$ cat src/rtl/hazard_sequencer_if.sv
// Hazard sequencer interface: pipeline-side hazard/memory inputs and the
// hold/flush/bubble/freeze controls returned to the pipeline registers.
//   master : pipeline side (drives register numbers and control flags, receives controls)
//   slave  : hazard_sequencer (receives flags, drives controls)
interface hazard_sequencer_if;
  logic [4:0] id_src1;
  logic [4:0] id_src2;
  logic       id_two_src;
  logic [4:0] exe_dest;
  logic       exe_wb_en;
  logic       exe_mem_r_en;
  logic [4:0] mem_dest;
  logic       mem_wb_en;
  logic       exe_br_taken;
  logic       mem_req;
  logic       mem_ready;
  logic       pc_hold;
  logic       ifid_hold;
  logic       ifid_flush;
  logic       idexe_bubble;
  logic       pipe_freeze;

  modport master (
    output id_src1, id_src2, id_two_src, exe_dest, exe_wb_en, exe_mem_r_en,
           mem_dest, mem_wb_en, exe_br_taken, mem_req, mem_ready,
    input  pc_hold, ifid_hold, ifid_flush, idexe_bubble, pipe_freeze
  );

  modport slave (
    input  id_src1, id_src2, id_two_src, exe_dest, exe_wb_en, exe_mem_r_en,
           mem_dest, mem_wb_en, exe_br_taken, mem_req, mem_ready,
    output pc_hold, ifid_hold, ifid_flush, idexe_bubble, pipe_freeze
  );
endinterface

$ cat src/rtl/hazard_sequencer.sv
// Pipeline hazard and stall sequencer for the 5-stage MIPS core.
// Decides PC/IF-ID hold, IF-ID flush, ID-EXE bubble and whole-pipe freeze
// for slow data-memory accesses, with a timeout to a sticky error state.
// Ports:
//   clk        clock, all state on posedge
//   rst        synchronous reset, active-low
//   hif        hazard_sequencer_if.slave (hazard inputs, pipeline controls)
//   mem_err    sticky memory-timeout error
//   state      FSM state: 0 RUN, 1 MEM_WAIT, 2 MEM_ERR
//   stall_cnt  saturating count of cycles with pc_hold
//   flush_cnt  saturating count of cycles with ifid_flush
module hazard_sequencer #(
  parameter bit          FWD_EN  = 1'b1,
  parameter int unsigned TIMEOUT = 16,
  parameter int unsigned CNT_W   = 16
) (
  input  logic             clk,
  input  logic             rst,
  hazard_sequencer_if.slave hif,
  output logic             mem_err,
  output logic [1:0]       state,
  output logic [CNT_W-1:0] stall_cnt,
  output logic [CNT_W-1:0] flush_cnt
);
  localparam int unsigned WW = (TIMEOUT > 2) ? $clog2(TIMEOUT) : 1;

  typedef enum logic [1:0] {
    RUN      = 2'd0,
    MEM_WAIT = 2'd1,
    MEM_ERR  = 2'd2
  } state_t;

  state_t        cur, nxt;
  logic [WW-1:0] wait_cnt, wait_nxt;
  logic          frozen;
  logic          raw_exe, raw_mem, hazard;
  logic          pc_hold_c, ifid_hold_c, ifid_flush_c, idexe_bubble_c, pipe_freeze_c;

  // R0 is hard-wired zero, so a write to it never creates a dependency.
  assign raw_exe = hif.exe_wb_en && (hif.exe_dest != 5'd0) &&
                   ((hif.exe_dest == hif.id_src1) ||
                    (hif.id_two_src && (hif.exe_dest == hif.id_src2)));
  assign raw_mem = hif.mem_wb_en && (hif.mem_dest != 5'd0) &&
                   ((hif.mem_dest == hif.id_src1) ||
                    (hif.id_two_src && (hif.mem_dest == hif.id_src2)));
  assign hazard  = FWD_EN ? (raw_exe && hif.exe_mem_r_en) : (raw_exe || raw_mem);

  always_ff @(posedge clk) begin
    if (!rst) begin
      cur       <= RUN;
      wait_cnt  <= '0;
      stall_cnt <= '0;
      flush_cnt <= '0;
    end else begin
      cur      <= nxt;
      wait_cnt <= wait_nxt;
      if (pc_hold_c && (stall_cnt != '1))
        stall_cnt <= stall_cnt + CNT_W'(1);
      if (ifid_flush_c && (flush_cnt != '1))
        flush_cnt <= flush_cnt + CNT_W'(1);
    end
  end

  always_comb begin
    nxt            = cur;
    wait_nxt       = wait_cnt;
    frozen         = 1'b0;
    pc_hold_c      = 1'b0;
    ifid_hold_c    = 1'b0;
    ifid_flush_c   = 1'b0;
    idexe_bubble_c = 1'b0;
    pipe_freeze_c  = 1'b0;

    unique case (cur)
      RUN: begin
        if (hif.mem_req && !hif.mem_ready) begin
          frozen   = 1'b1;
          nxt      = MEM_WAIT;
          wait_nxt = WW'(1);
        end
      end
      MEM_WAIT: begin
        // mem_ready releases the freeze in the completing cycle itself.
        if (hif.mem_ready) begin
          nxt = RUN;
        end else begin
          frozen = 1'b1;
          if (wait_cnt == WW'(TIMEOUT - 1))
            nxt = MEM_ERR;
          else
            wait_nxt = wait_cnt + WW'(1);
        end
      end
      MEM_ERR: frozen = 1'b1;
      default: nxt = RUN;
    endcase

    // A frozen ID/EXE still holds the taken branch, so it is flushed later.
    if (frozen) begin
      pipe_freeze_c = 1'b1;
      pc_hold_c     = 1'b1;
      ifid_hold_c   = 1'b1;
    end else if (hif.exe_br_taken) begin
      ifid_flush_c   = 1'b1;
      idexe_bubble_c = 1'b1;
    end else if (hazard) begin
      pc_hold_c      = 1'b1;
      ifid_hold_c    = 1'b1;
      idexe_bubble_c = 1'b1;
    end
  end

  assign hif.pc_hold      = pc_hold_c;
  assign hif.ifid_hold    = ifid_hold_c;
  assign hif.ifid_flush   = ifid_flush_c;
  assign hif.idexe_bubble = idexe_bubble_c;
  assign hif.pipe_freeze  = pipe_freeze_c;
  assign mem_err          = (cur == MEM_ERR);
  assign state            = cur;
endmodule

$ cat src/flat_wrapper.sv
// flat-port wrapper written by rule: the top's interface ports become plain ports
module hazard_sequencer_flat 
#(
  parameter bit          FWD_EN  = 1'b1,
  parameter int unsigned TIMEOUT = 16,
  parameter int unsigned CNT_W   = 16
)
  (clk, rst, mem_err, state, stall_cnt, flush_cnt, hif_id_src1, hif_id_src2, hif_id_two_src, hif_exe_dest, hif_exe_wb_en, hif_exe_mem_r_en, hif_mem_dest, hif_mem_wb_en, hif_exe_br_taken, hif_mem_req, hif_mem_ready, hif_pc_hold, hif_ifid_hold, hif_ifid_flush, hif_idexe_bubble, hif_pipe_freeze);
  hazard_sequencer_if hif_i ();
  input  logic clk;
  input  logic rst;
  output logic mem_err;
  output logic [1:0] state;
  output logic [CNT_W-1:0] stall_cnt;
  output logic [CNT_W-1:0] flush_cnt;
  input wire logic [$bits(hif_i.id_src1)-1:0] hif_id_src1;
  input wire logic [$bits(hif_i.id_src2)-1:0] hif_id_src2;
  input wire logic [$bits(hif_i.id_two_src)-1:0] hif_id_two_src;
  input wire logic [$bits(hif_i.exe_dest)-1:0] hif_exe_dest;
  input wire logic [$bits(hif_i.exe_wb_en)-1:0] hif_exe_wb_en;
  input wire logic [$bits(hif_i.exe_mem_r_en)-1:0] hif_exe_mem_r_en;
  input wire logic [$bits(hif_i.mem_dest)-1:0] hif_mem_dest;
  input wire logic [$bits(hif_i.mem_wb_en)-1:0] hif_mem_wb_en;
  input wire logic [$bits(hif_i.exe_br_taken)-1:0] hif_exe_br_taken;
  input wire logic [$bits(hif_i.mem_req)-1:0] hif_mem_req;
  input wire logic [$bits(hif_i.mem_ready)-1:0] hif_mem_ready;
  output wire logic [$bits(hif_i.pc_hold)-1:0] hif_pc_hold;
  output wire logic [$bits(hif_i.ifid_hold)-1:0] hif_ifid_hold;
  output wire logic [$bits(hif_i.ifid_flush)-1:0] hif_ifid_flush;
  output wire logic [$bits(hif_i.idexe_bubble)-1:0] hif_idexe_bubble;
  output wire logic [$bits(hif_i.pipe_freeze)-1:0] hif_pipe_freeze;
  assign hif_i.id_src1 = hif_id_src1;
  assign hif_i.id_src2 = hif_id_src2;
  assign hif_i.id_two_src = hif_id_two_src;
  assign hif_i.exe_dest = hif_exe_dest;
  assign hif_i.exe_wb_en = hif_exe_wb_en;
  assign hif_i.exe_mem_r_en = hif_exe_mem_r_en;
  assign hif_i.mem_dest = hif_mem_dest;
  assign hif_i.mem_wb_en = hif_mem_wb_en;
  assign hif_i.exe_br_taken = hif_exe_br_taken;
  assign hif_i.mem_req = hif_mem_req;
  assign hif_i.mem_ready = hif_mem_ready;
  assign hif_pc_hold = hif_i.pc_hold;
  assign hif_ifid_hold = hif_i.ifid_hold;
  assign hif_ifid_flush = hif_i.ifid_flush;
  assign hif_idexe_bubble = hif_i.idexe_bubble;
  assign hif_pipe_freeze = hif_i.pipe_freeze;
  hazard_sequencer #(.FWD_EN(FWD_EN), .TIMEOUT(TIMEOUT), .CNT_W(CNT_W)) u_core (.clk(clk), .rst(rst), .hif(hif_i), .mem_err(mem_err), .state(state), .stall_cnt(stall_cnt), .flush_cnt(flush_cnt));
endmodule
$ cat config.mk
export PLATFORM = sky130hd
export DESIGN_NAME = hazard_sequencer_flat
export DESIGN_NICKNAME = d
export VERILOG_FILES = /design/src/rtl/hazard_sequencer_if.sv /design/src/rtl/hazard_sequencer.sv /design/src/flat_wrapper.sv
export SDC_FILE = /design/constraint.sdc
export NUM_CORES = 1
export LEC_CHECK = 0
export BUFFER_PORTS_ARGS = -buffer_cell sky130_fd_sc_hd__buf_2
export CAP_MARGIN = 20
export CORE_MARGIN = 1
export CORE_UTILIZATION = 45
export DETAILED_ROUTE_END_ITERATION = 7
export GPL_ROUTABILITY_DRIVEN = 0
export PLACE_DENSITY_LB_ADDON = 0.15
export SLEW_MARGIN = 20
export SYNTH_ARGS = -nofsm -noshare
export SYNTH_HDL_FRONTEND = slang
export SYNTH_SLANG_ARGS = --single-unit
$ cat constraint.sdc
create_clock -name clk -period 2.52 [get_ports clk]
set_clock_uncertainty 0.1 [all_clocks]
set_input_delay 0.126 -clock clk [delete_from_list [all_inputs] [get_ports clk]]
set_output_delay 0.126 -clock clk [all_outputs]
set_load 0.005 [all_outputs]
==> key figures, run 1 <==
Critical path
  – Launching point of the worst reg2reg path: u_core.stall_cnt[0]
  – Max FO, Critical Path: 27
  – CP Class: flop to flop
  – Source of the critical timing path: u_core.stall_cnt[0]
  – CP endpoint kind: flop
  – CP startpoint kind: flop
  – Arrival time worst endpoint: 2300 ps
  – WP data required: 2650 ps

GRT
  – Met2 track demand over resource in global routing: 32.0%
  – Met1 Resource Use GR: 24.5%
  – Global route total overflow: 0
  – Pin count of the biggest net entering global routing: 28
  – Layer carrying the most global-route usage: met2
  – GR Util All Layers: 19.5%
  – Global-route track usage on met3: 3.95%
  – Vias in the first global route: 1,599
  – First-pass GRT wire length: 6910 um
  – Number of antenna violations at the first check in global routing: 0

Synth
  – Largest cells by area after synthesis: dfxtp_1 (38%), xnor2_1 (6.5%), a21oi_1 (5.0%), or3_1 (4.3%), nand2_1 (4.1%)
  – Mapped Cells: 242
  – Synth unique cells: 42
  – Area of the mapped netlist: 0.00201 mm2
  – Synthesized area per cell: 8.32 um2
  – Post-Syn Nets: 274
  – Proportion of register bits with asynchronous set or reset after synthesis: 0%
  – Number of enable-type register cells in the synthesized netlist: 0
  – Portion of the post-synthesis area used by sequential elements: 37.8%
  – Area share of the leading cell type in the synthesized netlist: 37.8%
  – Yosys synthesis warning count: 0
  – Ys flop type: dfxtp_1
  – FF+latch count, synth: 38
  – Cell type with the highest aggregate area in the netlist: dfxtp_1

CTS
  – Hold_buf cts: 0
  – Total setup buffers inserted after CTS: 0
  – Clock latency on the worst-skew pair: 300 ps
  – Clock transition at the registers of the reported paths: 80 ps
  – Number of clock sinks seen by CTS: 38
  – Buffer type at the clock tree root: clkbuf_8
  – TritonCTS clock tree: yes
  – Maximum level of the CTS H-tree: 2
  – Resize count post-CTS: 0
  – Maximum number of buffers from clock root to sink: 2
  – Total CTS buffers: 5

Timing
  – Crit share post-route: 86.2%
  – Final setup vio count: 0
  – Setup TNS: 0 ps
  – Worst-margin pin slew: 438 ps
  – Worst slew margin: 70.8%
  – Final critical delay including setup and external delays: 2170 ps
  – Top achievable clock speed: 461 MHz
  – Number of slew-limit violations in the final report: 0
  – Unrepaired setup endpoints after global routing: no
  – Hold Vio Cnt, Final: 0
  – Least setup slack across all paths after layout: 349 ps

Status
  – Result of the run: finished, final reports clean

Route
  – First-pass iteration count of the detailed router: 4
  – Average detailed-routed wire length per instance: 12.3 um
  – Via Count: 1,910
  – Count of nets left with antenna violations after detail routing: 0
  – Initial detailed-routing violation count: 56
  – Per-cell via count in the routed design: 5.34
  – Post-Route WL: 4400 um
  – Residual DRC: 0

Floorplan
  – Die outline width: 68.9 um
  – Floorplan core area: 0.00414 mm2
  – Overall die area: 0.00475 mm2
  – Die span in y: 68.9 um
  – Number of rows created at floorplan: 23
  – I/O pin cnt: 69
  – Initial standard-cell utilization of the core: 48.6%

Job
  – Number of max-cap violations: 0

Finish
  – Core utilization of the finished layout: 60.4%
  – Area growth from synthesis to layout: 24.2%
  – Fraction of layout cells with a size suffix above 1: 26.3%
  – Final nets: 339
  – Filler cell count: 409
  – Antenna Cells: 0
  – Sequential cell area in the final layout: 761 um2
  – Area taken by multi-input logic gates: 0.00117 mm2

Power and ir drop
  – Pleak: 1.04 nW
  – PD cells: 544 mW/mm2
  – Maximum ir drop on the vdd rail: 0.000614 V

Placed design
  – Post-DP HPWL: 3310 um
  – Placement Setup Slack: 375 ps
  – # port buffers: 62

Hold path
  – Worst hold-check path type: input port to flop
  – Hold Startpoint: hif_mem_ready
==> cell families after synthesis <==
| group | Yosys count | share of synthesized area (%) |
|---|---|---|
| simple gates | 107 | 28.1 |
| fa+ha+maj | 3 | 1.86 |
| flops | 38 | 37.8 |
| xor+xnor | 22 | 9.57 |
| compound gates | 54 | 17.3 |
| buf+inv | 15 | 3.91 |
| mux | 3 | 1.49 |
==> critical path, stage by stage (launching register included) <==
cell,delay [ps]
dfxtp_1,340
ha_1,260
nand4_1,120
nor2_2,80
a211oi_2,250
a22oi_4,60
buf_4,220
or4_1,510
a21oi_1,150
==> Yosys cell counts, types with 5 or more instances <==
cell type / instances
inv_1: 7
nand4_1: 13
nand2_1: 22
or4_1: 5
or3_1: 14
clkbuf_1: 5
dfxtp_1: 38
xnor2_1: 15
and3_1: 5
nor2_1: 19
xor2_1: 7
a21oi_1: 20
o21ai_1: 8
nand3_1: 13
o31ai_1: 5
o21ai_0: 9
==> worst paths after layout <==
| kind | slack, ps | cells after the start | endpoint |
|---|---|---|---|
| max | 350 | 8 | u_core.stall_cnt[13] |
| max reg2reg | 350 | 8 | u_core.stall_cnt[13] |
| min | 60 | 3 | u_core.state[1] |
| min reg2reg | 390 | 2 | u_core.stall_cnt[11] |
==> routing by layer <==
metal	part of all wire (%)	up-vias	wire [um]
li1	-	1008	-
met3	3.1	7	137
met2	48	28	2120
met4	1.7	0	74
met5	0	-	0
met1	47	867	2070
==> placed cells by master, fill, tap and decap left out, drive strengths merged, types with 5 or more instances in the layout <==
cell type / count
nand4: 13
xnor2: 15
xor2: 7
o21ai: 17
nand2: 22
o31ai: 5
or4: 5
clkbuf: 5
nor2: 20
nand3: 13
buf: 66
dfxtp: 38
a21oi: 20
or3: 14
inv: 7
and3: 5
==> where the power goes <==
part,switching [mW],internal [mW],leakage [nW]
clock network,0.224,0.397,0.0683
registers,0.00984,0.608,0.307
logic,0.0655,0.0569,0.661
==> state kept, by name, indices dropped and copies added, names as in the netlist <==
register	flops
u_core.flush_cnt	16
u_core.stall_cnt	16
u_core.state	2
u_core.wait_cnt	4
==> per-stage QoR <==
step,instances,area [um2],hold slack [ps],power (mW)
floorplan,242,2010,230,0.708
global placement,350,2360,360,0.752
detailed placement,350,2360,362,0.755
CTS,358,2500,52.2,1.38
global route,358,2500,56.2,1.41
finish,358,2500,56.4,1.36
==> final cells by class <==
cell class | instances | area share, %
Inverter | 7 | 1.05
Clock buffer | 5 | 2.75
Sequential cell | 38 | 30.4
Timing Repair Buffer | 66 | 13.6
Tap cell | 50 | 2.50
Clock inverter | 3 | 2.75
Multi-Input combinational cell | 189 | 47.0
No activity file was read; power rests on OpenSTA's default activity.
==> run 2, diff against run 1 <==
==> constraint.sdc (replaced) <==
create_clock -name clk -period 2.52 [get_ports clk]
set_clock_uncertainty 0.1 [all_clocks]
set_input_delay 0.504 -clock clk [delete_from_list [all_inputs] [get_ports clk]]
set_output_delay 0.504 -clock clk [all_outputs]
set_load 0.005 [all_outputs]
==> run 2 against run 1 <==
Compared with the run above: cell count decreased by 0.28%; critical endpoint is now hif_pc_hold; sequential cell count unchanged; core utilization is 0.54 points lower; non-clock buffer count decreased by 1; global-route usage rose by 0.65 points; highest routed layer unchanged; clock-buffer cell count rose by 3; critical path type is now input port to output port; sequential share of layout area grew 0.28 points; sequential power barely moved; routed wire length increased by 3.8%; power is 9.4% lower; first-iteration DRC count grew 120%.
==> key figures, run 2 (same netlist as run 1, synthesis figures left out) <==
Finish
  – Top Registers: u_core.flush_cnt x16, u_core.stall_cnt x16, u_core.wait_cnt x4
  – Fraction of layout cells with a size suffix above 1: 26.1% (-0.24 points)
  – Leading cell type in the layout, fill and taps excluded: buf_2
  – Most used cells in the layout excluding fill and tap cells: buf_2 (62), dfxtp_1 (38), nand2_1 (22)
  – Non-filler cells in the finished layout: 357 (-0.28%)
  – Antenna Cells: 0 (unchanged)
  – Area growth from synthesis to layout: 23.1%
  – Final nets: 338 (-0.29%)

Route
  – First-pass iteration count of the detailed router: 4 (unchanged)
  – Initial detailed-routing violation count: 124 (+120%)
  – Residual DRC: 0 (unchanged)
  – Average detailed-routed wire length per instance: 12.8 um (+4.1%)
  – Post-Route WL: 4560 um (+3.8%)
  – Count of nets left with antenna violations after detail routing: 0 (unchanged)
  – Per-cell via count in the routed design: 5.45 (+2.2%)
  – Via Count: 1,947 (+1.9%)

GRT
  – Global route total overflow: 0 (unchanged)
  – Vias in the first global route: 1,641 (+2.6%)
  – GR Util All Layers: 20.1% (+0.65 points)
  – Number of antenna violations at the first check in global routing: 0 (unchanged)
  – First-pass GRT wire length: 7180 um (+3.9%)
  – Pin count of the biggest net entering global routing: 28 (unchanged)

Timing
  – Hold Vio Cnt, Final: 0 (unchanged)
  – Final critical delay including setup and external delays: 2370 ps (+201 ps)
  – Least setup slack across all paths after layout: 147 ps (-201 ps)
  – Worst-margin pin slew: 696 ps (+258 ps)
  – Crit share post-route: 94.1% (+8.0 points)
  – Top achievable clock speed: 421 MHz (-8.5%)
  – Setup TNS: 0 ps (unchanged)
  – Final setup vio count: 0 (unchanged)
  – Unrepaired setup endpoints after global routing: no
  – Number of slew-limit violations in the final report: 0 (unchanged)
  – Worst slew margin: 53.2% (-18 points)

CTS
  – Resize count post-CTS: 0 (unchanged)
  – Maximum level of the CTS H-tree: 2 (unchanged)
  – Total CTS buffers: 5 (unchanged)
  – Maximum number of buffers from clock root to sink: 2 (unchanged)
  – Clock latency on the worst-skew pair: 290 ps (about the same)
  – Buffer type at the clock tree root: clkbuf_8
  – Number of clock sinks seen by CTS: 38 (unchanged)
  – Total setup buffers inserted after CTS: 0 (unchanged)
  – Clock transition at the registers of the reported paths: 70 ps (about the same)
  – Hold_buf cts: 0 (unchanged)
  – TritonCTS clock tree: yes

Critical path
  – R2r setup slk: 400 ps (+50 ps)
  – CP endpoint kind: output port
  – CP startpoint kind: input port
  – CP Class: input port to output port
  – Arrival time worst endpoint: 1770 ps (-530 ps)
  – Max FO, Critical Path: 3 (-89%)
  – WP data required: 1920 ps (-730 ps)

Placed design
  – Placement Setup Slack: 140 ps (-234 ps)
  – # port buffers: 62 (unchanged)
  – Post-DP HPWL: 3320 um (+0.23%)
  – Instance count after placement with tap cells included: 349 (-0.29%)

Floorplan
  – Die outline width: 68.9 um (unchanged)
  – Die span in y: 68.9 um (unchanged)
  – Initial standard-cell utilization of the core: 48.6% (unchanged)
  – I/O pin cnt: 69 (unchanged)
  – Number of rows created at floorplan: 23 (unchanged)
  – Overall die area: 0.00475 mm2 (unchanged)
  – Floorplan core area: 0.00414 mm2 (unchanged)

Status
  – Result of the run: finished, final reports clean

Power and ir drop
  – Pleak: 1.03 nW (-0.97%)
  – PnR Total Power: 1.23 mW (-9.4%)
  – PD cells: 497 mW/mm2 (-8.6%)
  – Maximum ir drop on the vdd rail: 0.000300 V (-51%)

Hold path
  – Worst hold-check path type: flop to flop

Job
  – Number of max-cap violations: 0 (unchanged)
[run 2: worst max-delay path, cell delays in order]
cell and delay [ps]:
buf_2 120, or4_1 560, o211ai_2 190, nand2b_1 170
o21bai_1 90, buf_2 130
[run 2: worst paths after layout]
| kind | cells after the start | end | startpoint |
|---|---|---|---|
| setup reg to reg | 8 | u_core.stall_cnt[13] | u_core.stall_cnt[0] |
| setup / recovery | 6 | hif_pc_hold | hif_exe_dest[0] |
| hold reg to reg | 2 | u_core.stall_cnt[15] | u_core.stall_cnt[15] |
| hold / removal | 2 | u_core.stall_cnt[15] | u_core.stall_cnt[15] |
[run 2: per-layer routing]
| metal | routed length [um] | share of wire, % | vias up | global-route usage [%] |
|---|---|---|---|---|
| met5 | 0 | 0 | - | 0 |
| met4 | 27 | 0.59 | 0 | 6.12 |
| met3 | 180 | 3.9 | 2 | 5.10 |
| met2 | 2210 | 48 | 36 | 31.9 |
| met1 | 2150 | 47 | 910 | 26.6 |
| li1 | - | - | 999 | - |
[run 2: final cells by class]
| cell class | count | area (um2) |
|---|---|---|
| multi-input combinational | 189 | 1170 |
| fill | 398 | 1660 |
| inverter | 7 | 26.3 |
| clock buffer | 8 | 110 |
| sequential | 38 | 761 |
| timing repair buffer | 65 | 345 |
| tap | 50 | 62.6 |
[run 2: per-stage QoR]
step | util [%] | hold WS, ps | area, um2
after global placement | 57.2 | 369 | 2370
final | 59.8 | 393 | 2480
after CTS | 59.8 | 398 | 2480
after detailed placement | 57.2 | 384 | 2370
after floorplan | - | 353 | 2010
after global routing | 59.8 | 418 | 2480
[run 2: power breakdown]
| group | switching (mW) | leakage (nW) | internal, mW |
|---|---|---|---|
| combinational | 0.0653 | 0.662 | 0.0585 |
| sequential | 0.0106 | 0.307 | 0.608 |
| clock | 0.214 | 0.0575 | 0.277 |
| total | 0.290 | 1.03 | 0.943 |
